$ cat src/rtl/voxel_led_pkg.sv
// Shared constants, types and helpers for the LED-driver grayscale path
// (packer and serializer).
package voxel_led_pkg;

  localparam int LEDS_PER_DRIVER = 16;
  localparam int IN_BITS         = 8;
  localparam int GS_BITS         = 16;
  localparam int LED_FIELD       = 3 * GS_BITS;
  localparam int LATCH_SIZE      = LED_FIELD * LEDS_PER_DRIVER + 1;
  localparam int GS_SELECT_BIT   = LATCH_SIZE - 1;
  localparam int SLOT_W          = $clog2(LEDS_PER_DRIVER);

  // Value of the select bit: 0 = grayscale latch, 1 = control latch.
  localparam logic GS_SELECT   = 1'b0;
  localparam logic CTRL_SELECT = 1'b1;

  typedef logic [LATCH_SIZE-1:0] latch_word_t;
  typedef logic [SLOT_W-1:0]     slot_idx_t;
  typedef logic [LED_FIELD-1:0]  led_field_t;

  // Replicating the byte maps 0x00 -> 0x0000 and 0xFF -> 0xFFFF exactly.
  function automatic logic [GS_BITS-1:0] expand8to16(input logic [IN_BITS-1:0] c);
    return {c, c};
  endfunction

  // One LED field: B in the top 16 bits, R in the bottom 16 bits.
  function automatic led_field_t pack_led(input logic [3*IN_BITS-1:0] rgb);
    return {expand8to16(rgb[7:0]), expand8to16(rgb[15:8]), expand8to16(rgb[23:16])};
  endfunction

endpackage

$ cat src/rtl/gs_latch_packer.sv
// Assembles 16 RGB pixels into one 769-bit grayscale latch word and hands it
// to the serializer over valid/ready, double-buffered against pixel intake.
module gs_latch_packer
  import voxel_led_pkg::*;
(
  input  logic              CLK_10M,
  input  logic              nReset,
  input  logic              pix_valid,
  output logic              pix_ready,
  input  logic              pix_sof,
  input  logic [23:0]       pix_rgb,
  output logic              gs_valid,
  input  logic              gs_ready,
  output logic [LATCH_SIZE-1:0] gs_word,
  output logic [7:0]        drop_count
);

  localparam slot_idx_t LAST_SLOT = slot_idx_t'(LEDS_PER_DRIVER - 1);
  localparam slot_idx_t SLOT_ONE  = slot_idx_t'(1);

  logic [LATCH_SIZE-2:0] asm_word;
  slot_idx_t             idx;
  slot_idx_t             wr_slot;
  logic                  asm_full;
  logic                  pix_accept;
  logic                  restart;
  logic                  xfer;

  assign pix_ready  = !asm_full;
  assign pix_accept = pix_valid && pix_ready;
  assign restart    = pix_sof && (idx != '0);
  assign wr_slot    = restart ? '0 : idx;
  assign xfer       = asm_full && (!gs_valid || gs_ready);

  // Assembly buffer is pure datapath: every slot is rewritten before use.
  always_ff @(posedge CLK_10M) begin
    if (pix_accept) begin
      asm_word[LED_FIELD*int'(wr_slot) +: LED_FIELD] <= pack_led(pix_rgb);
    end
  end

  // Accept and transfer are mutually exclusive: accept needs !asm_full,
  // transfer needs asm_full, so asm_full never has two writers on one edge.
  always_ff @(posedge CLK_10M) begin
    if (!nReset) begin
      idx        <= '0;
      asm_full   <= 1'b0;
      gs_valid   <= 1'b0;
      gs_word    <= '0;
      drop_count <= '0;
    end else begin
      if (pix_accept) begin
        if (restart) begin
          idx <= SLOT_ONE;
          if (drop_count != 8'hFF) begin
            drop_count <= drop_count + 8'd1;
          end
        end else begin
          idx <= idx + 1'b1;
          if (idx == LAST_SLOT) begin
            asm_full <= 1'b1;
          end
        end
      end

      if (xfer) begin
        gs_word  <= {GS_SELECT, asm_word};
        gs_valid <= 1'b1;
        asm_full <= 1'b0;
      end else if (gs_ready) begin
        gs_valid <= 1'b0;
      end
    end
  end

endmodule

$ cat config.mk
export PLATFORM = sky130hd
export DESIGN_NAME = gs_latch_packer
export DESIGN_NICKNAME = d
export VERILOG_FILES = /design/src/rtl/voxel_led_pkg.sv /design/src/rtl/gs_latch_packer.sv
export SDC_FILE = /design/constraint.sdc
export NUM_CORES = 1
export LEC_CHECK = 0
export CAP_MARGIN = 20
export CORE_AREA = 2 2 315 317
export CTS_BUF_LIST = sky130_fd_sc_hd__clkbuf_4
export CTS_CLUSTER_SIZE = 14
export DETAILED_ROUTE_END_ITERATION = 7
export DIE_AREA = 0 0 317 319
export SLEW_MARGIN = 30
export SYNTH_ARGS = -nofsm -noshare
export SYNTH_HDL_FRONTEND = slang
export SYNTH_SLANG_ARGS = --single-unit
$ cat constraint.sdc
create_clock -name CLK_10M -period 7.23 [get_ports CLK_10M]
set_input_delay 1.446 -clock CLK_10M [delete_from_list [all_inputs] [get_ports CLK_10M]]
set_output_delay 1.446 -clock CLK_10M [all_outputs]
set_load 0.05 [all_outputs]
==> out/results.txt, run 1 <==
outcome = finished, final reports clean
area share of the leading cell type in the synthesized netlist = 34.5%
relative area change from synthesis to final layout = 28.1%
number of fill cells in the layout = 9515
synthesis warning total = 0
sum of negative setup slack = 0 ns
reported max-cap violation count = 0
largest net degree at the start of global routing = 228
highest clock frequency the design can meet = 0.170 GHz
vias per inst = 4.85
nature of the critical path startpoint = register
cell types occupying the most area after synthesis = sky130_fd_sc_hd__edfxtp_1, sky130_fd_sc_hd__dfxtp_1, sky130_fd_sc_hd__nand2_1, sky130_fd_sc_hd__buf_4, sky130_fd_sc_hd__a21boi_0
total nets after synthesis = 3413
first drt pass iteration count = 5
clock tree from TritonCTS = yes
count of buffers added by post-CTS timing repair for setup = 0
count of buffers inserted at the top-level ports = 806
kind of end point of the critical path = register
clock-pin slew of the registers on the worst-case setup and hold paths = 0.07 ns
worst-case setup slack after placement = 0.625 ns
vertical extent of the die = 319 µm
Post-synth EDFFs = 384
Tcrit/Tclk final = 81.3%
worst setup path startpoint = idx[1]
top library cells by usage in the layout, fill and taps aside = sky130_fd_sc_hd__nand2_1, sky130_fd_sc_hd__clkdlybuf4s50_1, sky130_fd_sc_hd__dfxtp_1, sky130_fd_sc_hd__a21boi_0, sky130_fd_sc_hd__edfxtp_1
final design utilization = 43.8%
remaining number of nets flagged by the antenna check after routing = 0
Async SR Flop Fraction = 0%
IO Pins = 808
Unique masters post-synth = 73
worst setup margin = 1.36 ns
power after layout = 9.38 mW
number of failing hold endpoints at the final stage = 0
Final Max Tran Viols = 0
core area = 0.0977 mm²
final critical-path required period = 5.87 ns
Worst slew margin = 27.7%
post-cts hold buffer count = 0
ratio of cells with drive above 1 in the final layout = 11.4%
Critical-path top delay cell = sky130_fd_sc_hd__nor2_1
power density over the cells = 219 mW/mm²
aggregate global-route resource usage = 23.7%
Max FO, Critical Path = 18
routability cong. = 0.930
PostCTS Resize Cnt = 0
Synth Cell Area = 0.0334 mm²
clock buffers created by TritonCTS = 204
die area = 0.101 mm²
detailed router's first-iteration violation count = 1836
row count = 115
cell count after synthesis = 3373
leakage power summed over all cells = 13.3 nW
Post-Route WL = 123000 µm
clock tree sinks = 782
final HPWL from detailed placement = 88000 µm
largest area contributor in the synthesized netlist = sky130_fd_sc_hd__edfxtp_1
startpoint of the worst register-to-register path = idx[1]
average wire per standard cell = 23.1 µm
flip-flop and latch count after synthesis = 782
setup repair after global routing missed its margin = no
Critical Setup Path Class = reg2reg
via count of the first global-routing pass = 25106
total of endpoints with negative setup slack in the final report = 0
clock latency reported for the late side of the worst-skew pair = 1.11 ns
root buffer cell = sky130_fd_sc_hd__clkbuf_4
final net count = 3879
Worst Clk Skew = 0.0852 ns
share of the yosys chip area belonging to registers = 58.3%
CTS H-tree depth = 4
pin slew with the least headroom to its limit = 1.05 ns
type of the tightest min-delay check = reg2reg
starting density of the core = 34.2%
endpoint arrival time on the critical path = 6.55 ns
post-route DRC violation count = 0
most frequently used flop master after synthesis = sky130_fd_sc_hd__dfxtp_1
DR vias = 25762
Data required, critical path = 7.90 ns
maximum vdd ir drop = 0.000150 V
CP dominant cell by count = sky130_fd_sc_hd__inv_1
initial antenna violation count = 5
beginning of the worst hold path = gs_word[173]
maximum clock path buffer count = 3
sum of overflow across all layers after global routing = 0
CP Cell Sequence = inv_1 > ha_1 > or3b_1 > nand2_1 > nand2_1 > inv_1 > ha_1 > inv_1 > fa_1 > nand2b_1 > nor3_1 > nand2_1 > a21oi_1 > ha_1 > inv_1 > buf_4 > nor2_2 > nand3_1 > nor2_1
max incr delay on CP = 0.74 ns
Die Span X = 317 µm
average cell area after synthesis = 9.91 µm²
leading cell type in the layout, fill and taps excluded = sky130_fd_sc_hd__nand2_1
global-route wire length before repair = 174000 µm
## kinds of logic (layout without fill, tap and decap cells)
family,Yosys count,count (layout),share of synthesized area (%)
AOI/OAI and AO/OA,546,546,12.1
xor gates and xnor gates,13,13,0.423
adders and majority gates,11,11,0.434
buffers and inverters,610,1256,11.5
DFF,782,782,58.3
muxes,18,18,0.539
other,1,6,0.0112
and+or+nand+nor,1392,1392,16.7
## worst max-delay path, delay by kind of cell (launching register included)
family | cells | cell delay [ns]
and+or+nand+nor | 9 | 2.92
adders and majority gates | 4 | 1.18
buffers and inverters | 5 | 0.71
DFF | 1 | 0.56
AOI/OAI and AO/OA | 1 | 0.15
## registers in the layout, summed over array words and instances, names as in the netlist
name and flops:
asm_full 1, asm_word 384, drop_count 8, gs_valid 1
gs_word 384, idx 4
## worst paths after layout
kind	end	slack [ns]	depth (start not counted)
min	gs_word[173]	0.48	2
max	asm_word[61]	1.36	19
max reg2reg	asm_word[61]	1.36	19
min reg2reg	gs_word[173]	0.48	2
## cells in the mapped netlist, types with 3 or more instances
cell type / number
sky130_fd_sc_hd__nand3_1: 32
sky130_fd_sc_hd__and2_1: 11
sky130_fd_sc_hd__or2_2: 3
sky130_fd_sc_hd__nor2_4: 3
sky130_fd_sc_hd__xnor2_1: 7
sky130_fd_sc_hd__mux2i_1: 18
sky130_fd_sc_hd__nor2b_1: 10
sky130_fd_sc_hd__a211oi_1: 4
sky130_fd_sc_hd__a22o_1: 4
sky130_fd_sc_hd__a22oi_1: 7
sky130_fd_sc_hd__buf_1: 10
sky130_fd_sc_hd__o21ai_1: 7
sky130_fd_sc_hd__a21boi_1: 4
sky130_fd_sc_hd__buf_2: 35
sky130_fd_sc_hd__a21oi_2: 3
sky130_fd_sc_hd__o21ai_0: 21
sky130_fd_sc_hd__nor3_1: 43
sky130_fd_sc_hd__dfxtp_1: 398
sky130_fd_sc_hd__a31oi_1: 8
sky130_fd_sc_hd__o22a_1: 8
sky130_fd_sc_hd__a2bb2oi_1: 22
sky130_fd_sc_hd__xor2_1: 4
sky130_fd_sc_hd__nand2_2: 8
sky130_fd_sc_hd__a21oi_1: 22
sky130_fd_sc_hd__buf_6: 3
sky130_fd_sc_hd__nor2_1: 373
sky130_fd_sc_hd__a21boi_0: 388
sky130_fd_sc_hd__and3_1: 9
sky130_fd_sc_hd__ha_1: 10
sky130_fd_sc_hd__o2bb2ai_1: 11
sky130_fd_sc_hd__buf_4: 390
sky130_fd_sc_hd__nand2_1: 866
sky130_fd_sc_hd__inv_1: 11
sky130_fd_sc_hd__clkbuf_1: 157
sky130_fd_sc_hd__nand2b_1: 11
sky130_fd_sc_hd__a221oi_1: 3
sky130_fd_sc_hd__nand4_1: 6
sky130_fd_sc_hd__o22ai_1: 15
sky130_fd_sc_hd__or3_1: 4
sky130_fd_sc_hd__edfxtp_1: 384
## stage by stage
step           instance area, µm²  std cells  hold WS (ns)
6_report                    42800       5311         0.479
2_1_floorplan               33400       3373         0.496
5_1_grt                     42800       5309         0.505
3_5_place_dp                40000       4920         0.473
3_3_place_gp                40000       4920         0.471
4_1_cts                     42800       5306         0.482
## where the power goes
group | total, mW | leakage [nW] | switching [mW] | internal (mW)
clock network | 3.99 | 1.66 | 1.88 | 2.11
registers | 4.65 | 6.23 | 0.00965 | 4.64
logic | 0.748 | 5.45 | 0.564 | 0.184
## routing by layer
layer,wire (µm),global-route usage [%],up-vias
met4,3520,8.08,6
met1,51600,30.2,12483
li1,-,-,11948
met2,59800,39.5,1119
met5,44,0,-
met3,7850,4.97,206
## area by class of cell
cell class                      count  area, µm²  share of cell area, %
Sequential cell                   782      19500                   45.5
Multi-Input combinational cell   1981      10400                   24.2
Timing Repair Buffer              857       8520                   19.9
Clock buffer                      324       2430                   5.68
Tap cell                         1287       1610                   3.76
Clock inverter                     62        313                  0.731
Inverter                           13       48.8                  0.114
Antenna cell                        5       12.5                 0.0292
No activity file was read; power rests on OpenSTA's default activity.
==> inputs of run 2 (changes only) <==
CORE_AREA = 2 2 313 315   (was 2 2 315 317)
DIE_AREA = 0 0 315 317   (was 0 0 317 319)
clock period = 5.2 ns   (was 7.23 ns; I/O delays follow)
==> out/results.txt, run 2 (same netlist as run 1, synthesis figures left out) <==
outcome = complete, but fails checks
violated checks = DRC
reported max-cap violation count = 0 (unchanged)
count of buffers inserted at the top-level ports = 806 (unchanged)
total of endpoints with negative setup slack in the final report = 0 (unchanged)
uppermost signal routing layer after detailed routing = met5
maximum clock path buffer count = 3 (unchanged)
ratio of cells with drive above 1 in the final layout = 14.0% (+2.6 points)
Max FO, Critical Path = 8 (-10)
vertical extent of the die = 317 µm (-0.63%)
CP Cell Sequence = inv_1 > ha_1 > or3b_4 > nand2_1 > nand2_1 > inv_1 > ha_1 > inv_1 > fa_1 > nand2b_1 > nor3_2 > nand2_1 > a21oi_1 > ha_1 > inv_1 > a22oi_1 > a211oi_1 > nand2_1 > nor3_2 > buf_4
highest clock frequency the design can meet = 0.204 GHz (+20%)
Worst slew margin = 37.6% (+9.8 points)
setup repair after global routing missed its margin = no
max incr delay on CP = 0.57 ns (-0.17 ns)
die area = 0.0999 mm² (-1.3%)
global-route wire length before repair = 173000 µm (-0.38%)
remaining number of nets flagged by the antenna check after routing = 0 (unchanged)
CTS H-tree depth = 4 (unchanged)
row count = 114 (-0.87%)
routability cong. = 0.936 (+0.62%)
final critical-path required period = 4.89 ns (-0.983 ns)
Post-Route M1 WL = 51600 µm (about the same)
vias per inst = 4.85 (about the same)
relative area change from synthesis to final layout = 31.0%
root buffer cell = sky130_fd_sc_hd__clkbuf_4
average wire per standard cell = 22.8 µm (-1.3%)
power after layout = 13.3 mW (+42%)
DR vias = 26218 (+1.8%)
IO Pins = 808 (unchanged)
leading cell type in the layout, fill and taps excluded = sky130_fd_sc_hd__nand2_1
clock buffers created by TritonCTS = 207 (+1.5%)
Final Max Tran Viols = 0 (unchanged)
detailed router's first-iteration violation count = 2215 (+21%)
CP top delay family = simple AND/OR/NAND/NOR gates
sum of met3 wire segment lengths after detailed routing = 8080 µm (+2.9%)
sum of overflow across all layers after global routing = 0 (unchanged)
clock tree from TritonCTS = yes
leakage power summed over all cells = 13.9 nW (+4.5%)
Data required, critical path = 5.95 ns (-1.95 ns)
final net count = 3977 (+2.5%)
initial antenna violation count = 5 (unchanged)
post-route cell area = 0.0438 mm² (+2.3%)
aggregate global-route resource usage = 23.9% (+0.20 points)
via count of the first global-routing pass = 25415 (+1.2%)
Post-Route WL = 123000 µm (+0.39%)
final HPWL from detailed placement = 89400 µm (+1.5%)
Die Span X = 315 µm (-0.63%)
sum of negative setup slack = 0 ns (unchanged)
type of the tightest min-delay check = reg2reg
clock-pin slew of the registers on the worst-case setup and hold paths = 0.07 ns (about the same)
Worst Clk Skew = 0.0601 ns (-0.0251 ns)
post-cts hold buffer count = 0 (unchanged)
Tcrit/Tclk final = 94.1% (+13 points)
count of buffers added by post-CTS timing repair for setup = 0 (unchanged)
Critical Setup Path Class = reg2reg
largest registers ranked by flip-flop count = asm_word: 384 flops, gs_word: 384 flops, drop_count: 8 flops
starting density of the core = 34.7% (+0.50 points)
nature of the critical path startpoint = register
PostCTS Resize Cnt = 0 (unchanged)
pin slew with the least headroom to its limit = 0.911 ns (-0.143 ns)
CP bufs+invs = 5 (unchanged)
largest net degree at the start of global routing = 145 (-36%)
clock tree sinks = 782 (unchanged)
clock latency reported for the late side of the worst-skew pair = 1.04 ns (-0.07 ns)
Critical-path top delay cell = sky130_fd_sc_hd__a22oi_1
placed cell areas = 0.0409 mm² (+2.2%)
power density over the cells = 304 mW/mm² (+39%)
endpoint arrival time on the critical path = 5.64 ns (-0.91 ns)
kind of end point of the critical path = register
routed wire length on met2 = 59900 µm (+0.11%)
maximum vdd ir drop = 0.000168 V (+11%)
number of failing hold endpoints at the final stage = 0 (unchanged)
final design utilization = 45.5% (+1.7 points)
core area = 0.0963 mm² (-1.5%)
top library cells by usage in the layout, fill and taps aside = sky130_fd_sc_hd__nand2_1, sky130_fd_sc_hd__clkdlybuf4s50_1, sky130_fd_sc_hd__dfxtp_1, sky130_fd_sc_hd__a21boi_0, sky130_fd_sc_hd__edfxtp_1
post-route DRC violation count = 6 (+6)
first drt pass iteration count = 8 (+3)
[run 2: worst paths after layout]
path                start       endpoint  slack [ns]  depth (start not counted)
max                idx[1]  asm_word[397]        0.31                         20
min          gs_word[588]   gs_word[588]        0.48                          2
max reg2reg        idx[1]  asm_word[397]        0.31                         20
min reg2reg  gs_word[588]   gs_word[588]        0.48                          2
[run 2: worst min-delay path, stage by stage (launching register included)]
cell and delay [ns]:
sky130_fd_sc_hd__dfxtp_1 0.32, sky130_fd_sc_hd__nand2_1 0.05, sky130_fd_sc_hd__a21boi_0 0.06
[run 2: stage by stage]
step / setup WS (ns) / std cells / hold WS [ns]
5_1_grt: 0.0354 / 5401 / 0.497
2_1_floorplan: 0.00416 / 3373 / 0.496
6_report: 0.308 / 5401 / 0.482
3_3_place_gp: -0.0940 / 5004 / 0.467
3_5_place_dp: -0.102 / 5004 / 0.475
4_1_cts: 0.419 / 5399 / 0.454
[run 2: layout make-up]
class,count,area [µm²]
Antenna cell,2,5.00
Clock buffer,330,2480
Clock inverter,65,384
Fill cell,9373,52500
Inverter,13,48.8
Multi-Input combinational cell,1981,10500
Sequential cell,782,19500
Tap cell,1276,1600
Timing Repair Buffer,952,9310
[run 2: metal layers]
layer | track usage [%] | up-vias
met5 | 0 | -
met4 | 8.55 | 2
met3 | 4.32 | 242
met2 | 39.9 | 1171
met1 | 31.0 | 12675
li1 | - | 12128
[run 2: where the power goes]
part | switching [mW] | total, mW | internal, mW
combinational | 0.824 | 1.15 | 0.321
clock | 2.70 | 5.71 | 3.01
sequential | 0.0111 | 6.46 | 6.45
total | 3.53 | 13.3 | 9.78
==> inputs of run 3 (changes only) <==
MAX_ROUTING_LAYER = met4   (was unset)
==> out/results.txt, run 3 (same netlist as run 1, synthesis figures left out) <==
outcome = finished, final reports clean
top library cells by usage in the layout, fill and taps aside = sky130_fd_sc_hd__nand2_1, sky130_fd_sc_hd__clkdlybuf4s50_1, sky130_fd_sc_hd__dfxtp_1, sky130_fd_sc_hd__a21boi_0, sky130_fd_sc_hd__edfxtp_1
count of buffers inserted at the top-level ports = 806 (unchanged)
worst reg-to-reg path cell count = 21 (+5.0%)
routability cong. = 0.975 (+4.1%)
destination of the worst register-to-register timing path = asm_word[264]
share of total power in sequential cells = 48.8% (+0.3 points)
first drt pass iteration count = 6 (-2)
DR vias = 26192 (-0.099%)
largest registers ranked by flip-flop count = asm_word: 384 flops, gs_word: 384 flops, drop_count: 8 flops
leakage power summed over all cells = 13.9 nW (about the same)
power density over the cells = 302 mW/mm² (-0.58%)
global-route wire length before repair = 175000 µm (+0.82%)
part of the power in the clock network = 42.4% (-0.5 points)
Data required, critical path = 5.93 ns (-0.02 ns)
kind of end point of the critical path = register
die area = 0.0999 mm² (unchanged)
worst-case setup slack after placement = -0.0560 ns (+0.0460 ns)
remaining number of nets flagged by the antenna check after routing = 0 (unchanged)
Die Span X = 315 µm (unchanged)
pin slew with the least headroom to its limit = 0.980 ns (+0.0690 ns)
CP dominant cell by count = sky130_fd_sc_hd__inv_1
clock-pin slew of the registers on the worst-case setup and hold paths = 0.07 ns (about the same)
largest net degree at the start of global routing = 187 (+29%)
Hold Crit Depth = 2 (unchanged)
Critical-path top delay cell = sky130_fd_sc_hd__a22oi_1
worst setup margin = 0.395 ns (+0.0872 ns)
detailed router's first-iteration violation count = 2083 (-6.0%)
Worst slew margin = 32.8% (-4.7 points)
IO Pins = 808 (unchanged)
vertical extent of the die = 317 µm (unchanged)
# placed instances = 5011 (+0.14%)
maximum vdd ir drop = 0.000219 V (+30%)
leading cell type in the layout, fill and taps excluded = sky130_fd_sc_hd__nand2_1
clock tree from TritonCTS = yes
clock latency reported for the late side of the worst-skew pair = 1.08 ns (+0.04 ns)
total of endpoints with negative setup slack in the final report = 0 (unchanged)
Cell Int Power = 9.77 mW (about the same)
Critical Setup Path Class = reg2reg
Worst Hold Path EP = gs_word[221]
initial antenna violation count = 5 (unchanged)
Tcrit/Tclk final = 92.4% (-1.7 points)
maximum clock path buffer count = 3 (unchanged)
Final Max Tran Viols = 0 (unchanged)
setup repair after global routing missed its margin = no
reported max-cap violation count = 0 (unchanged)
relative area change from synthesis to final layout = 30.9% (about the same)
sum of overflow across all layers after global routing = 0 (unchanged)
root buffer cell = sky130_fd_sc_hd__clkbuf_4
final net count = 3979 (+0.050%)
worst setup path startpoint = idx[1]
clock buffers created by TritonCTS = 202 (-2.4%)
vias per inst = 4.85 (about the same)
ratio of cells with drive above 1 in the final layout = 14.3% (+0.29 points)
switching part of the total power = 26.1% (-0.43 points)
Worst Clk Skew = 0.101 ns (+0.0411 ns)
starting density of the core = 34.7% (unchanged)
type of the tightest min-delay check = reg2reg
CTS H-tree depth = 4 (unchanged)
startpoint of the worst register-to-register path = idx[1]
final HPWL from detailed placement = 90000 µm (+0.66%)
max incr delay on CP = 0.56 ns (about the same)
Comb power frac = 8.8% (+0.2 points)
post-route DRC violation count = 0 (-6)
CP Cell Sequence = inv_1 > ha_1 > or3b_4 > nand2_1 > nand2_1 > inv_1 > ha_1 > inv_1 > fa_1 > nand2b_1 > nor3_2 > nand2_1 > a21oi_1 > ha_1 > inv_1 > a22oi_1 > a211oi_1 > nand3_1 > buf_4 > nor2_1 > buf_4
setup slack of the worst register-to-register path = 0.40 ns (+0.09 ns)
number of failing hold endpoints at the final stage = 0 (unchanged)
final critical-path required period = 4.80 ns (-0.0872 ns)
Post-Route WL = 124000 µm (+0.33%)
via count of the first global-routing pass = 25692 (+1.1%)
power dissipated by switching net loads = 3.45 mW (-2.2%)
nature of the critical path startpoint = register
average wire per standard cell = 22.9 µm (+0.45%)
clock tree sinks = 782 (unchanged)
aggregate global-route resource usage = 24.8% (+0.91 points)
number of standard cells in the final layout excluding fillers = 5395 (-0.11%)
Max FO, Critical Path = 8 (unchanged)
beginning of the worst hold path = gs_word[221]
highest clock frequency the design can meet = 0.208 GHz (+1.8%)
endpoint arrival time on the critical path = 5.53 ns (-0.11 ns)
row count = 114 (unchanged)
core area = 0.0963 mm² (unchanged)
count of buffers added by post-CTS timing repair for setup = 0 (unchanged)
number of fill cells in the layout = 9350 (-0.25%)
run 3: how the worst max path moves through the flow:
stage / end / slack (ns) / depth (start not counted)
final: asm_word[264] / 0.40 / 21
after global routing: asm_word[714] / 0.03 / 20
after CTS: asm_word[392] / 0.41 / 20
after detailed placement: asm_word[392] / -0.06 / 18
after global placement: asm_word[392] / -0.10 / 18
after floorplan: asm_word[312] / 0.004 / 26
run 3: layout make-up:
class / count / area, µm² / share of cell area (%)
multi-input cells: 1981 / 10500 / 24.0
diodes: 4 / 10.0 / 0.0229
well taps: 1276 / 1600 / 3.65
clock inverters: 41 / 245 / 0.560
flip-flops and latches: 782 / 19500 / 44.5
repair buffers: 959 / 9350 / 21.4
clock buffers: 339 / 2540 / 5.81
inverters: 13 / 48.8 / 0.111
run 3: layer usage:
layer | track usage, % | wire [µm]
met4 | 8.32 | 3530
met1 | 30.7 | 51300
met3 | 5.08 | 8640
met5 | - | 0
met2 | 40.3 | 60200
run 3: what timing repair did:
action / in CTS / in global routing
hold buffers: 0 / 0
setup endpoints to repair: 0 / 30
gates resized for setup: 0 / 2
run 3: power by group through the flow:
stage / sequential [mW] / clock [mW] / combinational (mW)
global placement: 6.59 / 0 / 1.13
floorplan: 6.59 / 0 / 0.575
detailed placement: 6.59 / 0 / 1.13
CTS: 6.46 / 5.75 / 1.13
finish: 6.46 / 5.61 / 1.16
global route: 6.45 / 6.10 / 1.20
run 3: critical path: cells and delay by family (launching register included):
kind / cells / cell delay [ns]
adder cells (fa/ha/maj): 4 / 1.21
AO/OA/AOI/OAI: 3 / 0.91
AND/OR/NAND/NOR: 8 / 1.34
flip-flops: 1 / 0.31
buffers and inverters: 6 / 0.76
run 3: metrics by stage:
| step | setup TNS (ns) | total power, mW | area, µm² | utilization [%] | hold slack (ns) |
|---|---|---|---|---|---|
| after global placement | -4.40 | 7.72 | 41000 | 42.6 | 0.467 |
| after CTS | 0 | 13.3 | 43800 | 45.5 | 0.425 |
| after floorplan | 0 | 7.16 | 33600 | - | 0.496 |
| after global routing | 0 | 13.7 | 43800 | 45.5 | 0.450 |
| after detailed placement | -1.18 | 7.72 | 41000 | 42.6 | 0.473 |
| final | 0 | 13.2 | 43800 | 45.5 | 0.481 |
